[config.mk]
export PLATFORM = sky130hd
export DESIGN_NAME = rsa_exp_ctrl
export DESIGN_NICKNAME = d
export VERILOG_FILES = /design/src/rtl/rsa_pkg.sv /design/src/rtl/rsa_exp_bitcnt.sv /design/src/rtl/rsa_exp_ctrl.sv
export SDC_FILE = /design/constraint.sdc
export NUM_CORES = 1
export LEC_CHECK = 0
export ABC_AREA = 1
export CAP_MARGIN = 25
export CORE_UTILIZATION = 30
export DETAILED_ROUTE_END_ITERATION = 8
export PLACE_DENSITY_LB_ADDON = 0.1
export SLEW_MARGIN = 20
export SYNTH_ARGS = -nofsm -noshare
export SYNTH_HDL_FRONTEND = slang
export SYNTH_SLANG_ARGS = --single-unit
[constraint.sdc]
create_clock -name clk -period 2.4 [get_ports clk]
set_clock_uncertainty 0.15 [all_clocks]
set_input_delay 0.72 -clock clk [delete_from_list [all_inputs] [get_ports clk]]
set_output_delay 0.72 -clock clk [all_outputs]
set_load 0.03 [all_outputs]
[src/rtl/rsa_pkg.sv]
// Shared constants and FSM state type for the RSA exponentiation controller.
package rsa_pkg;

    localparam int unsigned DEFAULT_WIDTH = 10;

    // Operand mux select codes
    localparam logic [1:0] SEL_ONE  = 2'b00;
    localparam logic [1:0] SEL_A    = 2'b01;  // accumulator
    localparam logic [1:0] SEL_B    = 2'b10;  // base
    localparam logic [1:0] SEL_ZERO = 2'b11;

    typedef enum logic [2:0] {
        StIdle,
        StInit,
        StSqr,
        StSqrWait,
        StMul,
        StMulWait,
        StNext,
        StDone
    } state_e;

endpackage

[src/rtl/rsa_exp_bitcnt.sv]
// Loadable down-counter holding the current exponent bit index, with a zero flag.
module rsa_exp_bitcnt #(
    parameter int unsigned CNT_W = 4
) (
    input  logic             clk,
    input  logic             rst,
    input  logic             load,
    input  logic [CNT_W-1:0] load_val,
    input  logic             dec,
    output logic [CNT_W-1:0] count,
    output logic             zero
);

    logic [CNT_W-1:0] cnt_q, cnt_d;

    always_comb begin
        cnt_d = cnt_q;
        if (load) begin
            cnt_d = load_val;
        end else if (dec && (cnt_q != '0)) begin
            cnt_d = cnt_q - CNT_W'(1);
        end
    end

    always_ff @(posedge clk or posedge rst) begin
        if (rst) begin
            cnt_q <= '0;
        end else begin
            cnt_q <= cnt_d;
        end
    end

    assign count = cnt_q;
    assign zero  = (cnt_q == '0);

endmodule

[src/rtl/rsa_exp_ctrl.sv]
// Left-to-right square-and-multiply sequencer driving a shared multiplier.
// Define RSA_EXP_SKIP_LEADING_ZEROS_EN to skip leading zero exponent bits in INIT.
module rsa_exp_ctrl
    import rsa_pkg::*;
#(
    parameter int unsigned WIDTH = DEFAULT_WIDTH
) (
    input  logic             clk,
    input  logic             rst,
    input  logic             start,
    input  logic [WIDTH-1:0] exponent,
    input  logic             mult_done,
    output logic             mult_start,
    output logic [1:0]       sel_a,
    output logic [1:0]       sel_b,
    output logic             acc_init,
    output logic             acc_we,
    output logic             busy,
    output logic             done
);

    localparam int unsigned IDX_W = (WIDTH > 1) ? $clog2(WIDTH) : 1;
    localparam logic [IDX_W-1:0] TOP_IDX = IDX_W'(WIDTH - 1);

    state_e           state_q, state_d;
    logic [WIDTH-1:0] exp_q, exp_d;
    logic             first_q, first_d;
    logic             cnt_load, cnt_dec, cnt_zero;
    logic [IDX_W-1:0] idx;
    logic             cur_bit;

    rsa_exp_bitcnt #(
        .CNT_W(IDX_W)
    ) u_bitcnt (
        .clk     (clk),
        .rst     (rst),
        .load    (cnt_load),
        .load_val(TOP_IDX),
        .dec     (cnt_dec),
        .count   (idx),
        .zero    (cnt_zero)
    );

    assign cur_bit = exp_q[idx];

    always_comb begin
        state_d    = state_q;
        exp_d      = exp_q;
        first_d    = first_q;
        cnt_load   = 1'b0;
        cnt_dec    = 1'b0;
        mult_start = 1'b0;
        acc_init   = 1'b0;
        acc_we     = 1'b0;
        done       = 1'b0;
        sel_a      = SEL_ZERO;
        sel_b      = SEL_ZERO;
        unique case (state_q)
            StIdle: begin
                if (start) begin
                    exp_d    = exponent;
                    cnt_load = 1'b1;
                    first_d  = 1'b1;
                    state_d  = StInit;
                end
            end
            StInit: begin
                // The accumulator is loaded once even if INIT lingers to skip zeros
                acc_init = first_q;
                first_d  = 1'b0;
`ifdef RSA_EXP_SKIP_LEADING_ZEROS_EN
                if (cur_bit) begin
                    state_d = StSqr;
                end else if (cnt_zero) begin
                    state_d = StDone;
                end else begin
                    cnt_dec = 1'b1;
                end
`else
                state_d = StSqr;
`endif
            end
            StSqr: begin
                mult_start = 1'b1;
                sel_a      = SEL_A;
                sel_b      = SEL_A;
                state_d    = StSqrWait;
            end
            StSqrWait: begin
                sel_a  = SEL_A;
                sel_b  = SEL_A;
                acc_we = mult_done;
                if (mult_done) begin
                    state_d = cur_bit ? StMul : StNext;
                end
            end
            StMul: begin
                mult_start = 1'b1;
                sel_a      = SEL_A;
                sel_b      = SEL_B;
                state_d    = StMulWait;
            end
            StMulWait: begin
                sel_a  = SEL_A;
                sel_b  = SEL_B;
                acc_we = mult_done;
                if (mult_done) begin
                    state_d = StNext;
                end
            end
            StNext: begin
                if (cnt_zero) begin
                    state_d = StDone;
                end else begin
                    cnt_dec = 1'b1;
                    state_d = StSqr;
                end
            end
            StDone: begin
                done    = 1'b1;
                state_d = StIdle;
            end
            default: state_d = StIdle;
        endcase
    end

    assign busy = (state_q != StIdle) && (state_q != StDone);

    always_ff @(posedge clk or posedge rst) begin
        if (rst) begin
            state_q <= StIdle;
            exp_q   <= '0;
            first_q <= 1'b0;
        end else begin
            state_q <= state_d;
            exp_q   <= exp_d;
            first_q <= first_d;
        end
    end

endmodule

# [Word-level counts from Yosys, hierarchy flattened]
# Cells that the tools add are included.
[word_totals] reg_bits=18 output_inout_bits=9 elab_cells=55
[classes] n_mux=22 eq_ne=11 n_reduce_logical=16 magnitude_cmp=1 addsub=1
[op_table] cell="$pmux 3 s8" n=1
[op_table] cell="$eq 3x3->1 const B" n=4
[op_table] cell="$mux 3" n=4
[op_table] cell="$mux 1" n=10
[op_table] cell="$mux 4" n=2
[op_table] cell="$reduce_or 2->1" n=4
[op_table] cell="$eq 3x2->1 const B" n=2
[op_table] cell="$ne 2x2->1 const B" n=3
[op_table] cell="$lt 4x5->1 const B" n=1
[op_table] cell="$bmux 1 s4" n=1
[op_table] cell="$logic_not 4->1" n=1
[op_table] cell="$mux 2" n=2
[op_table] cell="$pmux 2 s2" n=1
[op_table] cell="$reduce_and 2->1" n=2
[op_table] cell="$reduce_bool 2->1" n=2
[op_table] cell="$reduce_bool 4->1" n=1
[op_table] cell="$reduce_or 4->1" n=1
[op_table] cell="$sub 4x1->4 const B" n=1
[op_table] cell="$eq 3x1->1 const B" n=1
[op_table] cell="$logic_not 3->1" n=1
[op_table] cell="$ne 3x3->1 const B" n=1
[op_table] cell="$reduce_and 3->1" n=1
[op_table] cell="$reduce_bool 3->1" n=1
[op_table] cell="$logic_and 1x1->1" n=2
[op_table] cell="$pmux 1 s2" n=1

# [Logic depth before layout (Yosys ltp)]
[logic_depth] word_depth=6 ltp_mapped=10 depth_no_buf=9

# [Cells and area by module]
# Synthesis repeated with hierarchy kept, for this count alone.
[hier_totals] hier_cells=164 hier_area_um2=1122.3
[modules_own_cells] module="rsa_exp_ctrl" cells_each=117 instances=1 seq_area_each_um2=350.3 area_each_um2=823.3
[modules_own_cells] module="rsa_exp_bitcnt" cells_each=47 instances=1 seq_area_each_um2=100.1 area_each_um2=299.0

# [Worst setup path before layout]
# OpenSTA, ideal clock, no wires.
[synth_timing] path_kind="flip-flop to output port" start="reg state_q[2]" end="out busy" t_arrival_ns=1.344 n_path_buf=1 slack_ns=0.186 path_stages_with_launch=5 t_required_ns=1.530 cell_sequence="dfrtp_1 > buf_4 > inv_1 > nor2_1 > nor2_1"
[synth_between] elab_chain_cells=2 word_cells_on_any_way=3
[synth_rtl] item="start: declaration" line_no="rsa_exp_ctrl.sv:25" source="state_e state_q, state_d;"
[synth_rtl] item="start signal: assignment" line_no="rsa_exp_ctrl.sv:131" source="state_q <= StIdle;"
[synth_rtl] item="start signal: assignment" line_no="rsa_exp_ctrl.sv:135" source="state_q <= state_d;"
[synth_rtl] item="$ne 3x3->1 or $reduce_bool 3->1 (tied branches)" line_no="rsa_exp_ctrl.sv:127" source="assign busy = (state_q != StIdle) && (state_q != StDone);"
[synth_rtl] item="$logic_and 1x1->1 *" line_no="rsa_exp_ctrl.sv:127"
[synth_rtl] item="end: declaration" line_no="rsa_exp_ctrl.sv:18" source="output logic busy,"
# Every way passes the cells marked *; elsewhere a longest branch is shown, timed or not.

# [Final worst setup path]
[layout_timing] start="in mult_done" end="out acc_we"
[layout_between] elab_chain_cells=1
[layout_rtl] item="start: declaration" line_no="rsa_exp_ctrl.sv:12" source="input logic mult_done,"
[layout_rtl] item="$mux 1" line_no="rsa_exp_ctrl.sv:58" source="unique case (state_q)"
[layout_rtl] item="end: declaration" line_no="rsa_exp_ctrl.sv:17" source="output logic acc_we,"
# Every way passes these cells.

==> flow_summary.ini <==
[finish]
areaGrowthSynthToFinish_pct = 27.57
diodes = 0
drive_gt1_share_pct = 14.46
fin_nets = 183
multiInputGateArea_um2 = 432.9
design_area_mm2 = 0.001291
fill_cells = 332
register_area_um2 = 451.7
fin_cells = 210

[hold_path]
hold_path_class = reg -> reg

[clock_network]
clock_path_buffers = 2
clk_latency_ns = 0.29
cts.clk_slew.worst_paths_ns = 0.09
cts_setup_buffers = 0
cts-htree-levels = 1
clock_sinks = 18
root_buffer = clkbuf_4
numCtsBuffers = 3
tritoncts = yes

[worst_setup_path]
cp.required_ns = 1.53
crit_path_end_kind = output port
reg2reg_to = u_bitcnt.count[3]
crit_start = mult_done
critPathMaxStageDelay_ns = 0.45
start_kind = input port
cp_slowest_cell = clkdlybuf4s50_1
crit_fanout = 2
worstPathArrival_ns = 1.49
timing.rr.start = u_bitcnt.count[0]
crit_type = in -> out
r2r_slack_ns = 0.58
path_cells = clkdlybuf4s50_1 -> inv_1 -> a21oi_2 -> buf_4
endpoint = acc_we
rr_worst_depth = 8

[placement]
dpl.cell_count = 207
dpl.hpwl_um = 1616
place.port_buffers = 21
place.gp.congestion = 0.8654
dpl_cell_area_mm2 = 0.001280

[floorplanning]
rows = 20
die_h_um = 60.09
die_width_um = 60.09
ioPinCount = 23
core_area_mm2 = 0.003128
dieArea_mm2 = 0.003610
initial_core_util_pct = 32.36

[logic_synthesis]
postSynthAreaPerCell_um2 = 7.179
yosysUniqueCellTypes = 20
netlist_top_cells_area = dfrtp_1, nand2_1, inv_1
synthCells = 141
synth-seq-cells = 18
syn_area_mm2 = 0.001012
syn-num-nets = 156
yosysSeqAreaShare_pct = 44.50
yosys.area.top_type = dfrtp_1
yosys_warnings = 0
synth_top_area_share_pct = 44.50

[routing]
drtIter0Drc = 29
viasPerCell = 4.381
antenna_left = 0
wl_um = 2084
firstDrtPassIters = 4
wl_per_cell_um = 9.924
route.detailed.drc = 0
vias = 920

[pwr]
ir_worst_vdd_mv = 0.5005
power.total_w = 0.001594
power.leakage_nw = 0.6728
cellPowerDensity_mw_per_mm2 = 1235

[sta]
period_needed_ns = 2.357
period_share_pct = 98.21
hold_viol = 0
fmax_mhz = 424.3
setup_viol = 0
setup_tns_ns = 0
report.final.slew_viol_count = 0

[global_route]
overflow = 0
antenna_found_initial = 0
grtUsageTotal_pct = 13.16
first_global_vias = 871
grt_pass1_wl_um = 3574
grt_max_degree = 21

[run_status]
outcome = complete, no violations

[run]
max-cap-violations = 0
## cell families after synthesis
group | after synthesis | synth area share, %
fa+ha+maj | 1 | 1.236
flops | 18 | 44.50
buf+inv | 31 | 13.10
other cells | 1 | 0.3705
simple gates | 70 | 30.78
compound gates | 20 | 10.01
## critical path: cells and delay by family
kind	cells	cell delay [ns]
compound gates	1	0.09
buf+inv	3	0.67
## metal layers
| layer | wire length [um] | share of wire [%] | track usage (%) |
|---|---|---|---|
| met5 | 0 | 0 | 0 |
| met4 | 31 | 1.5 | 2.990 |
| met3 | 85 | 4.1 | 3.896 |
| met2 | 940 | 45 | 21.90 |
| met1 | 1026 | 49 | 16.67 |
## final cells by class
cell class / count / share of cell area (%)
clock buffers: 3 / 1.744
repair buffers: 27 / 17.93
well taps: 44 / 4.264
inverters: 26 / 7.558
flip-flops and latches: 18 / 34.98
multi-input cells: 92 / 33.53
## state kept, by name, indices dropped and copies added (netlist names)
| name | cells |
|---|---|
| exp_q | 10 |
| u_bitcnt.count | 4 |
| state_q | 3 |
| first_q | 1 |
## placed cells by master, fill, tap and decap left out
cell type / netlist / routed
dfrtp_1: 18 / 17
clkdlybuf4s15_1: 0 / 1
clkbuf_4: 0 / 3
nor3_1: 3 / 3
inv_1: 24 / 24
nand4_2: 1 / 1
clkdlybuf4s50_1: 0 / 13
clkbuf_2: 0 / 3
conb_1: 1 / 1
nor2_1: 9 / 9
o21ai_1: 10 / 10
o22ai_1: 1 / 1
buf_4: 4 / 9
dfrtp_2: 0 / 1
a21oi_1: 7 / 6
o21ai_0: 2 / 2
nand2_1: 42 / 42
nor2_4: 1 / 1
nand3_1: 10 / 10
inv_2: 2 / 2
nand2_4: 1 / 1
a21oi_2: 0 / 1
nor2_2: 2 / 2
ha_1: 1 / 1
dlygate4sd2_1: 0 / 1
nor3b_1: 1 / 1
## per-stage QoR
stage,utilization [%],hold slack [ns],worst slack [ns]
2_1_floorplan,-,0.2992,0.1858
3_3_place_gp,40.92,0.3313,0.03701
3_5_place_dp,40.92,0.3374,0.01288
6_report,41.28,0.3552,0.04294
4_1_cts,41.48,0.3562,0.01333
5_1_grt,41.28,0.3967,-0.006040
## worst min path at each step
stage	from	depth (start not counted)	end	slack (ns)
global route	exp_q[0]	2	exp_q[0]	0.40
CTS	u_bitcnt.count[2]	1	u_bitcnt.count[2]	0.36
finish	first_q	2	first_q	0.36
global placement	exp_q[0]	2	exp_q[0]	0.33
detailed placement	first_q	2	first_q	0.34
floorplan	exp_q[8]	2	exp_q[8]	0.30
## power breakdown
| group | internal (W) | leakage [nW] | switching [W] |
|---|---|---|---|
| Clock | 0.0000584 | 0.0138 | 0.0000887 |
| Combinational | 0.000334 | 0.442 | 0.000555 |
| Sequential | 0.000448 | 0.217 | 0.000110 |
## timing repair
| item | CTS | global route |
|---|---|---|
| hold buffers | 0 | 0 |
| pin swaps | 0 | 0 |
| gates resized for setup | 6 | 9 |
| setup endpoints to repair | 5 | 5 |
## cells in the mapped netlist
cell type / n
buf_4: 4
nor2_2: 2
nand2_1: 42
ha_1: 1
dfrtp_1: 18
o21ai_0: 2
buf_2: 1
conb_1: 1
nand2_4: 1
nand4_2: 1
inv_1: 24
nor3_1: 3
nor2_1: 9
o21ai_1: 10
nor3b_1: 1
inv_2: 2
o22ai_1: 1
nand3_1: 10
nor2_4: 1
a21oi_1: 7
Note: power is estimated with default switching activity, not from simulation.
